<file path="config.mk">
export PLATFORM = sky130hd
export DESIGN_NAME = fpadd_arbiter
export DESIGN_NICKNAME = d
export VERILOG_FILES = /design/src/rtl/fpadd_arbiter.sv
export SDC_FILE = /design/constraint.sdc
export NUM_CORES = 1
export LEC_CHECK = 0
export BUFFER_PORTS_ARGS = -buffer_cell sky130_fd_sc_hd__clkbuf_2
export CORE_AREA = 2 2 157 159
export CTS_CLUSTER_SIZE = 28
export DETAILED_ROUTE_END_ITERATION = 7
export DIE_AREA = 0 0 159 161
export GPL_TIMING_DRIVEN = 0
export HOLD_SLACK_MARGIN = 0.1
export REMOVE_ABC_BUFFERS = 1
export SYNTH_ARGS = -nofsm -noshare
export SYNTH_HDL_FRONTEND = slang
export SYNTH_SLANG_ARGS = --single-unit
</file>
<file path="constraint.sdc">
create_clock -name Clock -period 3.15 [get_ports Clock]
set_input_delay 0.1575 -clock Clock [delete_from_list [all_inputs] [get_ports Clock]]
set_output_delay 0.1575 -clock Clock [all_outputs]
set_load 0.02 [all_outputs]
</file>
<file path="src/rtl/fpadd_arbiter.sv">
// Round-robin front end sharing one non-pipelined FP adder among NUM_REQ requesters.
// One op in flight; each result is held on RspValid until the granted requester takes it.
module fpadd_arbiter #(
  parameter int NUM_REQ = 4,
  parameter int TIMEOUT = 64
) (
  input  logic                  Clock,
  input  logic                  Reset,
  input  logic [NUM_REQ-1:0]    ReqValid_i,
  input  logic [32*NUM_REQ-1:0] ReqOp1_i,
  input  logic [32*NUM_REQ-1:0] ReqOp2_i,
  output logic [NUM_REQ-1:0]    ReqReady_o,
  output logic [NUM_REQ-1:0]    RspValid_o,
  input  logic [NUM_REQ-1:0]    RspReady_i,
  output logic [31:0]           RspResult_o,
  output logic                  ErrTimeout_o,
  output logic                  ArbBusy_o,
  output logic [31:0]           AddOp1_o,
  output logic [31:0]           AddOp2_o,
  output logic                  AddInputValid_o,
  input  logic                  AddBusy_i,
  input  logic [31:0]           AddResult_i,
  input  logic                  AddResultValid_i
);
  localparam int IW = (NUM_REQ > 1) ? $clog2(NUM_REQ) : 1;
  localparam int SW = IW + 1;
  localparam int TW = $clog2(TIMEOUT);
  localparam logic [31:0]   QNAN = 32'h7FC0_0000;
  localparam logic [TW-1:0] TMAX = TW'(TIMEOUT - 1);
  localparam logic [IW-1:0] LAST = IW'(NUM_REQ - 1);

  typedef enum logic [1:0] {S_IDLE, S_ISSUE, S_WAIT, S_DELIVER} state_t;

  state_t        state_q, state_d;
  logic [IW-1:0] rr_q, rr_d, grant_q, grant_d;
  logic [TW-1:0] timer_q, timer_d;
  logic [31:0]   op1_q, op1_d, op2_q, op2_d, res_q, res_d;
  logic          err_q, err_d;
  logic          accept;

  logic [31:0] op1_arr [NUM_REQ];
  logic [31:0] op2_arr [NUM_REQ];

  for (genvar i = 0; i < NUM_REQ; i++) begin : g_unpack
    assign op1_arr[i] = ReqOp1_i[32*i +: 32];
    assign op2_arr[i] = ReqOp2_i[32*i +: 32];
  end

  // Rotate requests so bit 0 is the rr pointer; the lowest set bit wins.
  logic [2*NUM_REQ-1:0] req_dbl;
  logic [NUM_REQ-1:0]   req_rot;
  logic                 pick_vld;
  logic [IW-1:0]        pick_off, pick;
  logic [SW-1:0]        pick_sum;

  assign req_dbl = {ReqValid_i, ReqValid_i} >> rr_q;
  assign req_rot = req_dbl[NUM_REQ-1:0];

  always_comb begin
    pick_vld = 1'b0;
    pick_off = '0;
    for (int k = NUM_REQ - 1; k >= 0; k--) begin
      if (req_rot[k]) begin
        pick_vld = 1'b1;
        pick_off = IW'(k);
      end
    end
  end

  assign pick_sum = {1'b0, rr_q} + {1'b0, pick_off};
  assign pick     = (pick_sum >= SW'(NUM_REQ)) ? IW'(pick_sum - SW'(NUM_REQ)) : IW'(pick_sum);

  always_comb begin
    state_d = state_q;
    rr_d    = rr_q;
    grant_d = grant_q;
    timer_d = timer_q;
    op1_d   = op1_q;
    op2_d   = op2_q;
    res_d   = res_q;
    err_d   = err_q;
    accept  = 1'b0;
    unique case (state_q)
      S_IDLE: begin
        if (pick_vld && !AddBusy_i) begin
          accept  = 1'b1;
          grant_d = pick;
          op1_d   = op1_arr[pick];
          op2_d   = op2_arr[pick];
          state_d = S_ISSUE;
        end
      end
      S_ISSUE: begin
        timer_d = '0;
        state_d = S_WAIT;
      end
      S_WAIT: begin
        timer_d = timer_q + 1'b1;
        // A valid flag in the first WAIT cycle may be left over from before the start pulse.
        if (timer_q != '0 && AddResultValid_i && !AddBusy_i) begin
          res_d   = AddResult_i;
          state_d = S_DELIVER;
        end else if (timer_q == TMAX) begin
          res_d   = QNAN;
          err_d   = 1'b1;
          state_d = S_DELIVER;
        end
      end
      S_DELIVER: begin
        if (RspReady_i[grant_q]) begin
          rr_d    = (grant_q == LAST) ? '0 : grant_q + 1'b1;
          state_d = S_IDLE;
        end
      end
      default: state_d = S_IDLE;
    endcase
  end

  always_ff @(posedge Clock) begin
    if (Reset) begin
      state_q <= S_IDLE;
      rr_q    <= '0;
      grant_q <= '0;
      timer_q <= '0;
      op1_q   <= '0;
      op2_q   <= '0;
      res_q   <= '0;
      err_q   <= 1'b0;
    end else begin
      state_q <= state_d;
      rr_q    <= rr_d;
      grant_q <= grant_d;
      timer_q <= timer_d;
      op1_q   <= op1_d;
      op2_q   <= op2_d;
      res_q   <= res_d;
      err_q   <= err_d;
    end
  end

  assign ReqReady_o      = accept ? (NUM_REQ'(1) << pick) : '0;
  assign RspValid_o      = (state_q == S_DELIVER) ? (NUM_REQ'(1) << grant_q) : '0;
  assign RspResult_o     = res_q;
  assign ErrTimeout_o    = err_q;
  assign ArbBusy_o       = (state_q != S_IDLE);
  assign AddOp1_o        = op1_q;
  assign AddOp2_o        = op2_q;
  assign AddInputValid_o = (state_q == S_ISSUE);

endmodule
</file>
Word-level counts from Yosys, hierarchy flattened. Cells that the tools add are included.

Word-level logic and storage cells: 72. Output and inout bits: 107. Register bits: 109. Bits of input ports: 300.

Add/sub/neg operators: 4. $lt $le $gt $ge: 3. Reductions and logical operators: 14. Bitwise operators: 2. Equal/unequal tests: 8. Shift operators: 3. Mux-type cells: 30.

Operators by type and width (number): two-way mux 32 bit (6); binary-select mux 32 bit (select 2 bit) (2); two-way mux 2 bit (10); one-hot mux 6 bit (2 select lines) (1); two-way mux 4 bit (2); one-hot mux 2 bit (4 select lines) (1); << shifter 1 x 2 -> 4 bit (first input constant) (2); >> shifter 8 x 2 -> 4 bit (1); two-way mux 1 bit (7); adder 6 x 1 -> 6 bit (second input constant) (1); == test 2 bit (second input constant) (3); == test 6 bit (second input constant) (1); >= comparator 3 bit (second input constant) (2); AND reduction 2 bit (3); AND reduction 3 bit (2); nonzero test 2 bit (3); nonzero test 6 bit (1); != test 2 bit (second input constant) (2); adder 2 x 2 -> 3 bit (1); logical AND 1 bit (3); less-than comparator 2 x 3 -> 1 bit (second input constant) (1); != test 3 bit (second input constant) (1); inverter 2 -> 3 bit (1); adder 2 x 1 -> 2 bit (second input constant) (1); 6 further kinds (6).

Longest topological paths before layout. Gate-level depths: netlist of the first run.

Word-level depth: 12. Depth in mapped cells: 12. Mapped depth without buffers: 9.

Worst setup path before layout of the first run. Ideal clock, no wire load.

Kind: register to output. Start point: register rr_q[0]. End point: output port ReqReady_o[2]. Stages on the path, launching flop included: 10. Required time: 2.992 ns. Buffers on the path: 3. Setup slack: 0.449 ns. Arrival: 2.543 ns. Cells stage by stage: dfxtp_1 > buf_6 > or4_1 > o211ai_1 > ha_1 > xnor2_1 > buf_2 > clkbuf_1 > xnor2_1 > nor3_1.

Cells in the longest elaborated chain, start to end: 10. Elaborated cells on any way between the ends: 18. Classes of those cells: add/sub (2); order compare (1); shift (2); mux (12); reduce/logical (1).

RTL lines: from (decl) (RTL line 35) `logic [IW-1:0] rr_q, rr_d, grant_q, grant_d;`; from (signal assigned) (RTL line 131) `rr_q <= rr_d;`; >> shifter 8 x 2 -> 4 bit (RTL line 56) `assign req_dbl = {ReqValid_i, ReqValid_i} >> rr_q;`; two-way mux 2 bit (4 in series) (RTL line 63) `if (req_rot[k]) begin`; adder 2 x 2 -> 3 bit (RTL line 70) `assign pick_sum = {1'b0, rr_q} + {1'b0, pick_off};`; >= comparator 3 bit / subtractor 2 x 1 -> 2 bit (equally long branches) (RTL line 71) `assign pick = (pick_sum >= SW'(NUM_REQ)) ? IW'(pick_sum - SW'(NUM_REQ)) : IW'(pick_sum);`; two-way mux 2 bit (RTL line 71); << shifter 1 x 2 -> 4 bit (RTL line 141) `assign ReqReady_o = accept ? (NUM_REQ'(1) << pick) : '0;`; two-way mux 4 bit * (RTL line 141); to (decl) (RTL line 12) `output logic [NUM_REQ-1:0] ReqReady_o,`.

Every way passes the cells marked *; elsewhere a longest branch is shown, timed or not.

Final worst setup path of the first run.
Start point: register rr_q[0]. End point: register op2_q[24], in the netlist AddOp2_o[24].

Cells in the longest elaborated chain, start to end: 12. Elaborated cells on any way between the ends: 19. Classes of those cells: add/sub (2); order compare (1); shift (1); mux (12); bitwise (1); reduce/logical (2).

RTL lines: >> shifter 8 x 2 -> 4 bit (RTL line 56); two-way mux 2 bit (4 in series) (RTL line 63); adder 2 x 2 -> 3 bit (RTL line 70); >= comparator 3 bit / subtractor 2 x 1 -> 2 bit (equally long branches) (RTL line 71); two-way mux 2 bit (RTL line 71); inverter 2 -> 3 bit (not written as such) (RTL line 89) `op2_d = op2_arr[pick];`; binary-select mux 32 bit (select 2 bit) (RTL line 89); two-way mux 32 bit (not written as such) (2 in series) (RTL line 89); to (signal assigned) (RTL line 135) `op2_q <= op2_d;`; to (decl) (RTL line 37) `logic [31:0] op1_q, op1_d, op2_q, op2_d, res_q, res_d;`.

Parallel ways exist; a longest one is shown, timed or not. The select of a mux whose other input is x is not followed. A chain may end at the register's enable or synchronous reset.

==> impl_metrics.yaml, run 1 <==
run_status:
  outcome: "complete, no violations"
synth:
  synth-seq-cells: 109
  synth-compound-area-share_pct: 16.7
  synth_cell_types: 42
  postSynthAreaPerCell_sq_um: 8.64
  synth_top_family_by_area: "simple AND/OR/NAND/NOR gates"
  synth-simple-area-share_pct: 24.2
  synth_xor_area_share_pct: 0.846
  yosys_warnings: 0
  synth_edf_count: 0
  synth_commonest_cells: "nand2_1, mux2i_1, and3_1, dfxtp_1, o41ai_2"
  synth_fa_ha_area_share_pct: 1.81
  synthArstFlopShare_pct: 0
  synth_cells: 958
  muxShareOfSynthArea_pct: 23.7
  seq_area_frac_synth_pct: 26.3
  synth_ff_type: "dfxtp_1"
  yosys.area.top_type: "dfxtp_1"
  yosysMostFrequentCell: "nand2_1"
  synth_area_leaders: "dfxtp_1, mux2i_1, o41ai_2"
  netlist_area_sq_um: 8280
  yosysTopAreaCellShare_pct: 26.3
final_layout:
  syn_to_final_growth_pct: 37.2
  fillers: 2336
  post-route-util_pct: 47.4
  ff_latch_area_sq_um: 2180
  layout.nets: 1647
  layout-drive-gt1-share_pct: 38.8
  multi_input_area_sq_um: 5650
clock_network:
  clockBufferDepth: 2
  cts_sinks: 109
  path_clk_slew_ps: 90
  cts_made_buffers: 9
  root_buffer: "clkbuf_16"
  post_cts_buffers: 0
  clock_latency_ps: 360
  cts_tree: "built"
  cts-htree-levels: 3
grt:
  grt_first_pass_wirelength_mm: 44.0
  grt-ovfl-total: 0
  antenna_found_initial: 2
  grt_pass1_vias: 8356
  grt_max_degree: 58
  grt_usage_pct: 20.9
sta:
  setup_violations: 0
  period_minus_slack_ps: 2910
  tightest_slew_ps: 955
  relSlewSlack_pct: 36.3
  drv_slew: 0
  finalCritPeriodShare_pct: 92.5
  fin_ws_ps: 235
  rsz0062_at_grt: "no"
  holdWs_ps: 191
  fmax_mhz: 343
  fin_worst_skew_ps: 14.6
  finalHoldViolations: 0
setup_path:
  slowest_stage: "xor2_4"
  cp_data_required_time_ps: 3370
  worstReg2RegEnd: "AddOp2_o[24]"
  r2r_slack_ps: 240
  cp_max_fo: 36
  crit_arrival_ps: 3140
  end_kind: "flop"
  path_class: "flop to flop"
  crit_chain: "or4_1 > o211ai_1 > ha_4 > xor2_4 > buf_12 > buf_16 > nand2_1 > mux2i_1 > o41ai_2"
  worstRegToRegCells: 9
  slowest_delay_ps: 560
  r2r_start: "rr_q[0]"
  critPathLaunchType: "flop"
power:
  power_frac_comb_pct: 49.0
  power.leakage_nw: 6.28
  seqPwrFrac_pct: 30.7
  p_per_area_nw_per_um2: 508
  swShare_pct: 41.4
  power.switching_mw: 2.39
  ir_drop_v: 0.000311
  clkPwrFrac_pct: 20.3
  totalPowerFinal_mw: 5.77
  p_int_mw: 3.38
routing:
  firstDrtPassIters: 5
  totalWireLength_mm: 27.4
  drtIter0Drc: 405
  vias: 8439
  post_drt_wl_per_cell_um: 16.4
  drt-vias-per-instance: 5.07
  drc: 0
  final_antenna_net_count: 0
place:
  gp_congestion: 0.787
  port_buffers: 406
  post-place-ws_ps: 17.7
  dp_hpwl_mm: 20.6
floorplanning:
  fp.dieW_um: 159
  start_util_pct: 34.6
  rows: 57
  fp.coreArea_sq_um: 24000
  die_h_um: 161
  die_area_sq_um: 25600
  io_pins: 407
worst_hold_path:
  whs_path_depth: 4
  hold_end: "grant_q[1]"
  hold_path_startpoint: "AddBusy_i"
  hold_class: "input port to flop"
run:
  maxCapViolCount: 0
worst max-delay path, delay by kind of cell (launching register included):
family                   cells  cell delay (ps)
buffers and inverters        2              480
multiplexers                 1              210
AND/OR/NAND/NOR              2              610
AO/OA/AOI/OAI                2              240
adder cells (fa/ha/maj)      1              240
XOR/XNOR                     1              560
flip-flops                   1              410
kinds of logic (layout without fill, tap and decap cells):
family	count (synthesis)	in the layout
flops	109	109
fa+ha+maj	12	12
buf+inv	103	485
compound gates	108	108
simple gates	423	423
mux	195	195
other cells	0	2
xor+xnor	8	8
power groups by stage:
stage | registers, mW | logic [mW] | clock network, mW
detailed placement | 1.80 | 2.81 | 0
global route | 1.80 | 3.07 | 1.28
finish | 1.77 | 2.82 | 1.17
floorplan | 2.03 | 1.78 | 0
global placement | 1.78 | 2.95 | 0
CTS | 1.77 | 2.84 | 1.22
worst max-delay path by stage:
stage,end,slack [ps],start
finish,AddOp2_o[24],240,rr_q[0]
global route,AddOp2_o[19],10,rr_q[0]
CTS,AddOp2_o[19],70,rr_q[0]
detailed placement,AddOp2_o[24],20,rr_q[0]
global placement,ReqReady_o[2],-6730,rr_q[0]
floorplan,ReqReady_o[2],-3250,rr_q[0]
sequential cells by signal (all words and copies together), names as in the netlist:
name,count
AddOp1_o,32
RspResult_o,32
AddOp2_o,32
ErrTimeout_o,1
timer_q,6
state_q,2
rr_q,2
grant_q,2
cell usage in the layout (no fill, tap or decap), types with 4 or more instances in the layout:
master / n
a21oi_1: 5
buf_16: 6
o41ai_2: 64
nand2_1: 200
nor2b_1: 10
buf_12: 7
mux2i_1: 194
inv_1: 10
and2_1: 5
and3_1: 128
ha_1: 11
nor2_1: 50
nand2b_1: 4
buf_8: 8
dlygate4sd3_1: 32
a22oi_1: 23
dfxtp_1: 107
clkbuf_2: 406
nor3_1: 12
clkbuf_16: 9
layer usage:
metal | GRT usage, % | part of all wire [%]
met5 | 0 | 0
met4 | 6.28 | 2.1
met3 | 4.90 | 6.5
met2 | 37.2 | 49
met1 | 25.2 | 42
through the flow:
stage / cells / cell area [sq um] / setup TNS [ps]
floorplan: 865 / 7790 / -206780
global placement: 1595 / 10200 / -441230
detailed placement: 1616 / 10700 / 0
CTS: 1664 / 11400 / 0
global route: 1666 / 11400 / 0
finish: 1666 / 11400 / 0
layout make-up:
| class | count | share of cell area [%] |
|---|---|---|
| Clock inverter | 6 | 0.595 |
| Sequential cell | 109 | 19.2 |
| Antenna cell | 2 | 0.0441 |
| Clock buffer | 10 | 2.02 |
| Multi-Input combinational cell | 746 | 49.8 |
| Timing Repair Buffer | 459 | 24.4 |
| Tap cell | 324 | 3.57 |
| Inverter | 10 | 0.330 |
repair_timing:
item                                    in CTS  in global routing
hold buffers                                32                  0
endpoints found under the setup margin       1                 46
gates resized for setup                      1                  2
hold endpoints to repair                    32                  0
No activity file was read; power rests on OpenSTA's default activity.
==> run 2: changes to the inputs <==
Settings changed: CELL_PAD_IN_SITES_DETAIL_PLACEMENT from default to 1, CELL_PAD_IN_SITES_GLOBAL_PLACEMENT from default to 2, CORE_AREA 2 2 157 159 to default, CORE_UTILIZATION from default to 26, DIE_AREA 0 0 159 161 to default, PLACE_DENSITY_LB_ADDON from default to 0.1.
==> run 2 against run 1 <==
  * Design area increased by 2.3%
  * Utilization down 9.9 points
  * Combinational power up 5%
  * Clock-buffer cell count fell by 1
  * Sequential cell count unchanged
  * Clock skew shrank 2.4 ps
  * Clock power increased by 10%
  * Critical path type is now flop to primary output
==> impl_metrics.yaml, run 2 (synthesis results as in run 1) <==
sta:
  finalHoldViolations: 0
  fin_worst_skew_ps: 12.3
  setup_violations: 0
  fin_ws_ps: 236
  finalCritPeriodShare_pct: 92.5
  fmax_mhz: 343
  tightest_slew_ps: 961
  period_minus_slack_ps: 2910
  rsz0062_at_grt: "no"
  relSlewSlack_pct: 35.9
  drv_slew: 0
clock_network:
  cts_tree: "built"
  clockBufferDepth: 2
  clock_latency_ps: 370
  path_clk_slew_ps: 90
  cts_made_buffers: 9
  cts-htree-levels: 3
  root_buffer: "clkbuf_16"
  cts_sinks: 109
routing:
  final_antenna_net_count: 0
  vias: 8530
  post_drt_wl_per_cell_um: 18.2
  totalWireLength_mm: 31.7
  drc: 0
  firstDrtPassIters: 4
  drtIter0Drc: 261
  drt-vias-per-instance: 4.90
floorplanning:
  start_util_pct: 26.7
  io_pins: 407
  die_h_um: 180
  die_area_sq_um: 32600
  fp.coreArea_sq_um: 31000
  fp.dieW_um: 180
  rows: 64
power:
  ir_drop_v: 0.000305
  power.leakage_nw: 6.35
  p_per_area_nw_per_um2: 518
place:
  numPlacedInstances: 1690
  gp_congestion: 0.718
  post-place-ws_ps: -129
  dp_hpwl_mm: 23.4
  port_buffers: 406
setup_path:
  slowest_stage: "ha_4"
  critPathTopFamily: "adder cells"
  worstReg2RegEnd: "AddOp1_o[24]"
  cp_max_fo: 57
  critPathLaunchType: "flop"
  crit_top_cell: "nor2_1"
  crit_arrival_ps: 2760
  crit_chain: "nor2_1 > a221oi_1 > o211ai_1 > ha_4 > buf_16 > nand2_1 > nor2_1 > clkbuf_2"
  setup.worst_path.start: "rr_q[0]"
  slowest_delay_ps: 530
  worstRegToRegCells: 9
  cp_data_required_time_ps: 2990
  end_kind: "primary output"
  cp.buffers_inverters: 2
  path_class: "flop to primary output"
  r2r_slack_ps: 240
  r2r_start: "rr_q[0]"
final_layout:
  final_cells: 1742
  layout.nets: 1653
  final_common_cell: "clkbuf_2"
  diodes: 0
  layout-drive-gt1-share_pct: 39.2
  final_cell_mix: "clkbuf_2, nand2_1, mux2i_1, and3_1, dfxtp_1"
  syn_to_final_growth_pct: 40.3
  post-route-util_pct: 37.5
worst_hold_path:
  hold_path_startpoint: "AddBusy_i"
  hold_class: "input port to flop"
  whs_path_depth: 4
  hold_end: "grant_q[1]"
grt:
  grt_usage_pct: 19.1
  antenna_found_initial: 0
  grt_max_degree: 66
  grt-ovfl-total: 0
  grt_pass1_vias: 9028
  grt_first_pass_wirelength_mm: 49.8
run:
  maxCapViolCount: 0
run_status:
  outcome: "complete, no violations"
run 2: final cells by class:
type                            instances  area, sq um
Clock buffer                            9          225
Clock inverter                          7         96.3
Fill cell                            3723        19400
Inverter                               10         37.5
Multi-Input combinational cell        747         5680
Sequential cell                       109         2180
Tap cell                              396          495
Timing Repair Buffer                  464         2900
run 2: layer usage:
metal  share of wire [%]  global-route usage (%)  vias to the layer above
li1                    -                       -                     4205
met1                  44                    22.9                     4047
met2                  49                    34.6                      255
met3                 5.8                    4.28                       23
met4                 1.3                    4.00                        0
met5                   0                       0                        -
run 2: worst register-to-register path, stage by stage (launching register included):
cell	delay [ps]
dfxtp_2	410
or4_1	550
o211ai_1	180
ha_4	290
xor2_4	540
buf_12	280
buf_16	190
nand2_1	70
mux2i_1	200
o41ai_2	80
run 2: how the worst max path moves through the flow:
stage,cells past startpoint,slack [ps],endpoint
CTS,8,10,ReqReady_o[2]
floorplan,7,-3250,ReqReady_o[2]
finish,8,240,ReqReady_o[3]
global route,8,6,ReqReady_o[3]
detailed placement,9,-130,AddOp1_o[22]
global placement,8,-7950,ReqReady_o[2]
run 2: what timing repair did:
item / 4_1_cts / 5_1_grt
setup buffers: 2 / 1
pin swaps: 1 / 1
setup endpoints to repair: 37 / 24
hold buffers: 32 / 0
hold endpoints to repair: 32 / 0
resized for setup: 2 / 1
gates cloned: 0 / 1
run 2: stage by stage:
step | setup TNS, ps | instance area [sq um] | hold slack, ps | power, mW
floorplan | -206780 | 7790 | 227 | 3.82
global placement | -503030 | 10300 | 393 | 4.87
detailed placement | -1650 | 10900 | 405 | 4.75
CTS | 0 | 11600 | 169 | 6.14
global route | 0 | 11600 | 224 | 6.41
finish | 0 | 11600 | 196 | 6.01
run 2: power breakdown:
part / switching (mW) / internal [mW] / total [mW]
registers: 0.149 / 1.62 / 1.77
clock network: 0.692 / 0.594 / 1.29
logic: 1.72 / 1.24 / 2.96
==> run 3: changes to the inputs <==
Settings changed: GPL_TIMING_DRIVEN 0 to default.
==> run 3 against run 2 <==
  * Combinational power decreased by 4%
  * Maximum frequency grew 0.12%
  * Largest cell class unchanged
  * Design area is 2.9% lower
  * First-iteration DRC count rose by 14%
  * Utilization is 1.1 points lower
  * Sequential power barely moved
==> impl_metrics.yaml, run 3 (synthesis results as in run 1) <==
setup_path:
  slowest_stage: "dfxtp_1"
  r2r_start: "rr_q[0]"
  crit_chain: "nor2_1 > a221oi_1 > o211ai_1 > ha_4 > xnor2_2 > xnor2_1 > nor3_1 > clkbuf_2"
  cp_data_required_time_ps: 2990
  end_kind: "primary output"
  r2r_slack_ps: 420
  cp_max_fo: 12
  slowest_delay_ps: 620
  setup.worst_path.start: "rr_q[0]"
  critPathLaunchType: "flop"
  path_class: "flop to primary output"
  crit_arrival_ps: 2750
worst_hold_path:
  hold_class: "input port to flop"
  hold_path_startpoint: "Reset"
final_layout:
  design_area_sq_um: 11300
  final_cells: 1734
  fillers: 3749
  final_common_cell: "clkbuf_2"
  syn_to_final_growth_pct: 36.2
  layout.nets: 1645
  final_cell_mix: "clkbuf_2, nand2_1, mux2i_1, and3_1, dfxtp_1"
  diodes: 0
  layout-drive-gt1-share_pct: 38.6
clock_network:
  cts_tree: "built"
  clockBufferDepth: 2
  cts_sinks: 109
  cts-htree-levels: 3
  root_buffer: "clkbuf_16"
  post_cts_buffers: 0
  path_clk_slew_ps: 100
  cts_made_buffers: 9
  clock_latency_ps: 370
grt:
  grt_pass1_vias: 9142
  antenna_found_initial: 0
  grt_first_pass_wirelength_mm: 50.1
  grt-ovfl-total: 0
  grt_usage_pct: 19.2
  grt_max_degree: 109
sta:
  finalHoldViolations: 0
  tns_ps: 0
  fmax_mhz: 344
  period_minus_slack_ps: 2910
  fin_worst_skew_ps: 20.3
  rsz0062_at_grt: "no"
  holdWs_ps: 171
  finalCritPeriodShare_pct: 92.4
  relSlewSlack_pct: 51.5
  drv_slew: 0
  tightest_slew_ps: 721
  setup_violations: 0
routing:
  drc: 0
  final_antenna_net_count: 0
  drtIter0Drc: 298
  totalWireLength_mm: 31.7
  post_drt_wl_per_cell_um: 18.3
  vias: 8501
  firstDrtPassIters: 4
  drt-vias-per-instance: 4.90
power:
  power.leakage_nw: 6.21
  ir_drop_v: 0.000214
  p_per_area_nw_per_um2: 519
floorplanning:
  start_util_pct: 26.7
  io_pins: 407
  rows: 64
  fp.dieW_um: 180
  fp.coreArea_sq_um: 31000
  die_area_sq_um: 32600
  die_h_um: 180
run:
  maxCapViolCount: 0
place:
  port_buffers: 406
  numPlacedInstances: 1686
  dp_hpwl_mm: 22.6
  gp_congestion: 0.721
  placed_area_sq_um: 10600
run_status:
  outcome: "complete, no violations"
[run 3: per-stage QoR]
| stage | util [%] | setup slack [ps] | power [mW] |
|---|---|---|---|
| global placement | 34.4 | 459 | 4.63 |
| floorplan | - | -3250 | 3.82 |
| CTS | 36.4 | 177 | 5.99 |
| global route | 36.4 | 58.5 | 6.26 |
| detailed placement | 34.4 | 412 | 4.66 |
| finish | 36.4 | 240 | 5.86 |
[run 3: where the power goes]
part | internal (mW) | switching [mW]
combinational | 1.16 | 1.67
clock | 0.577 | 0.680
sequential | 1.62 | 0.147
total | 3.36 | 2.50
[run 3: layout make-up]
class                   instances  area (sq um)  share of cell area, %
inverters                      10          37.5                  0.333
clock buffers                   9           225                   2.00
clock inverters                 7          88.8                  0.788
multi-input cells             746          5640                   50.0
repair buffers                457          2610                   23.1
well taps                     396           495                   4.39
flip-flops and latches        109          2180                   19.3
[run 3: per-layer routing]
metal	global-route usage, %	up-vias	part of all wire, %
met4	4.24	0	1.1
met5	0	-	0
li1	-	4182	-
met1	22.4	4049	43
met2	35.2	251	50
met3	4.77	19	6.2
[run 3: critical path, delay by kind of cell, from the launching register on]
family | cells | cell delay, ps
DFF | 1 | 620
xor gates and xnor gates | 2 | 570
AOI/OAI and AO/OA | 2 | 460
and+or+nand+nor | 2 | 320
adders and majority gates | 1 | 220
buffers and inverters | 1 | 200
[run 3: worst paths after layout]
path	end	cells past startpoint
setup / recovery	ReqReady_o[2]	8
hold / removal	grant_q[0]	2
setup reg to reg	AddOp1_o[15]	9
hold reg to reg	AddOp1_o[19]	2
[run 3: what timing repair did]
item,in CTS,in global routing
gates resized for setup,0,0
endpoints found under the hold margin,32,0
hold buffers,32,0
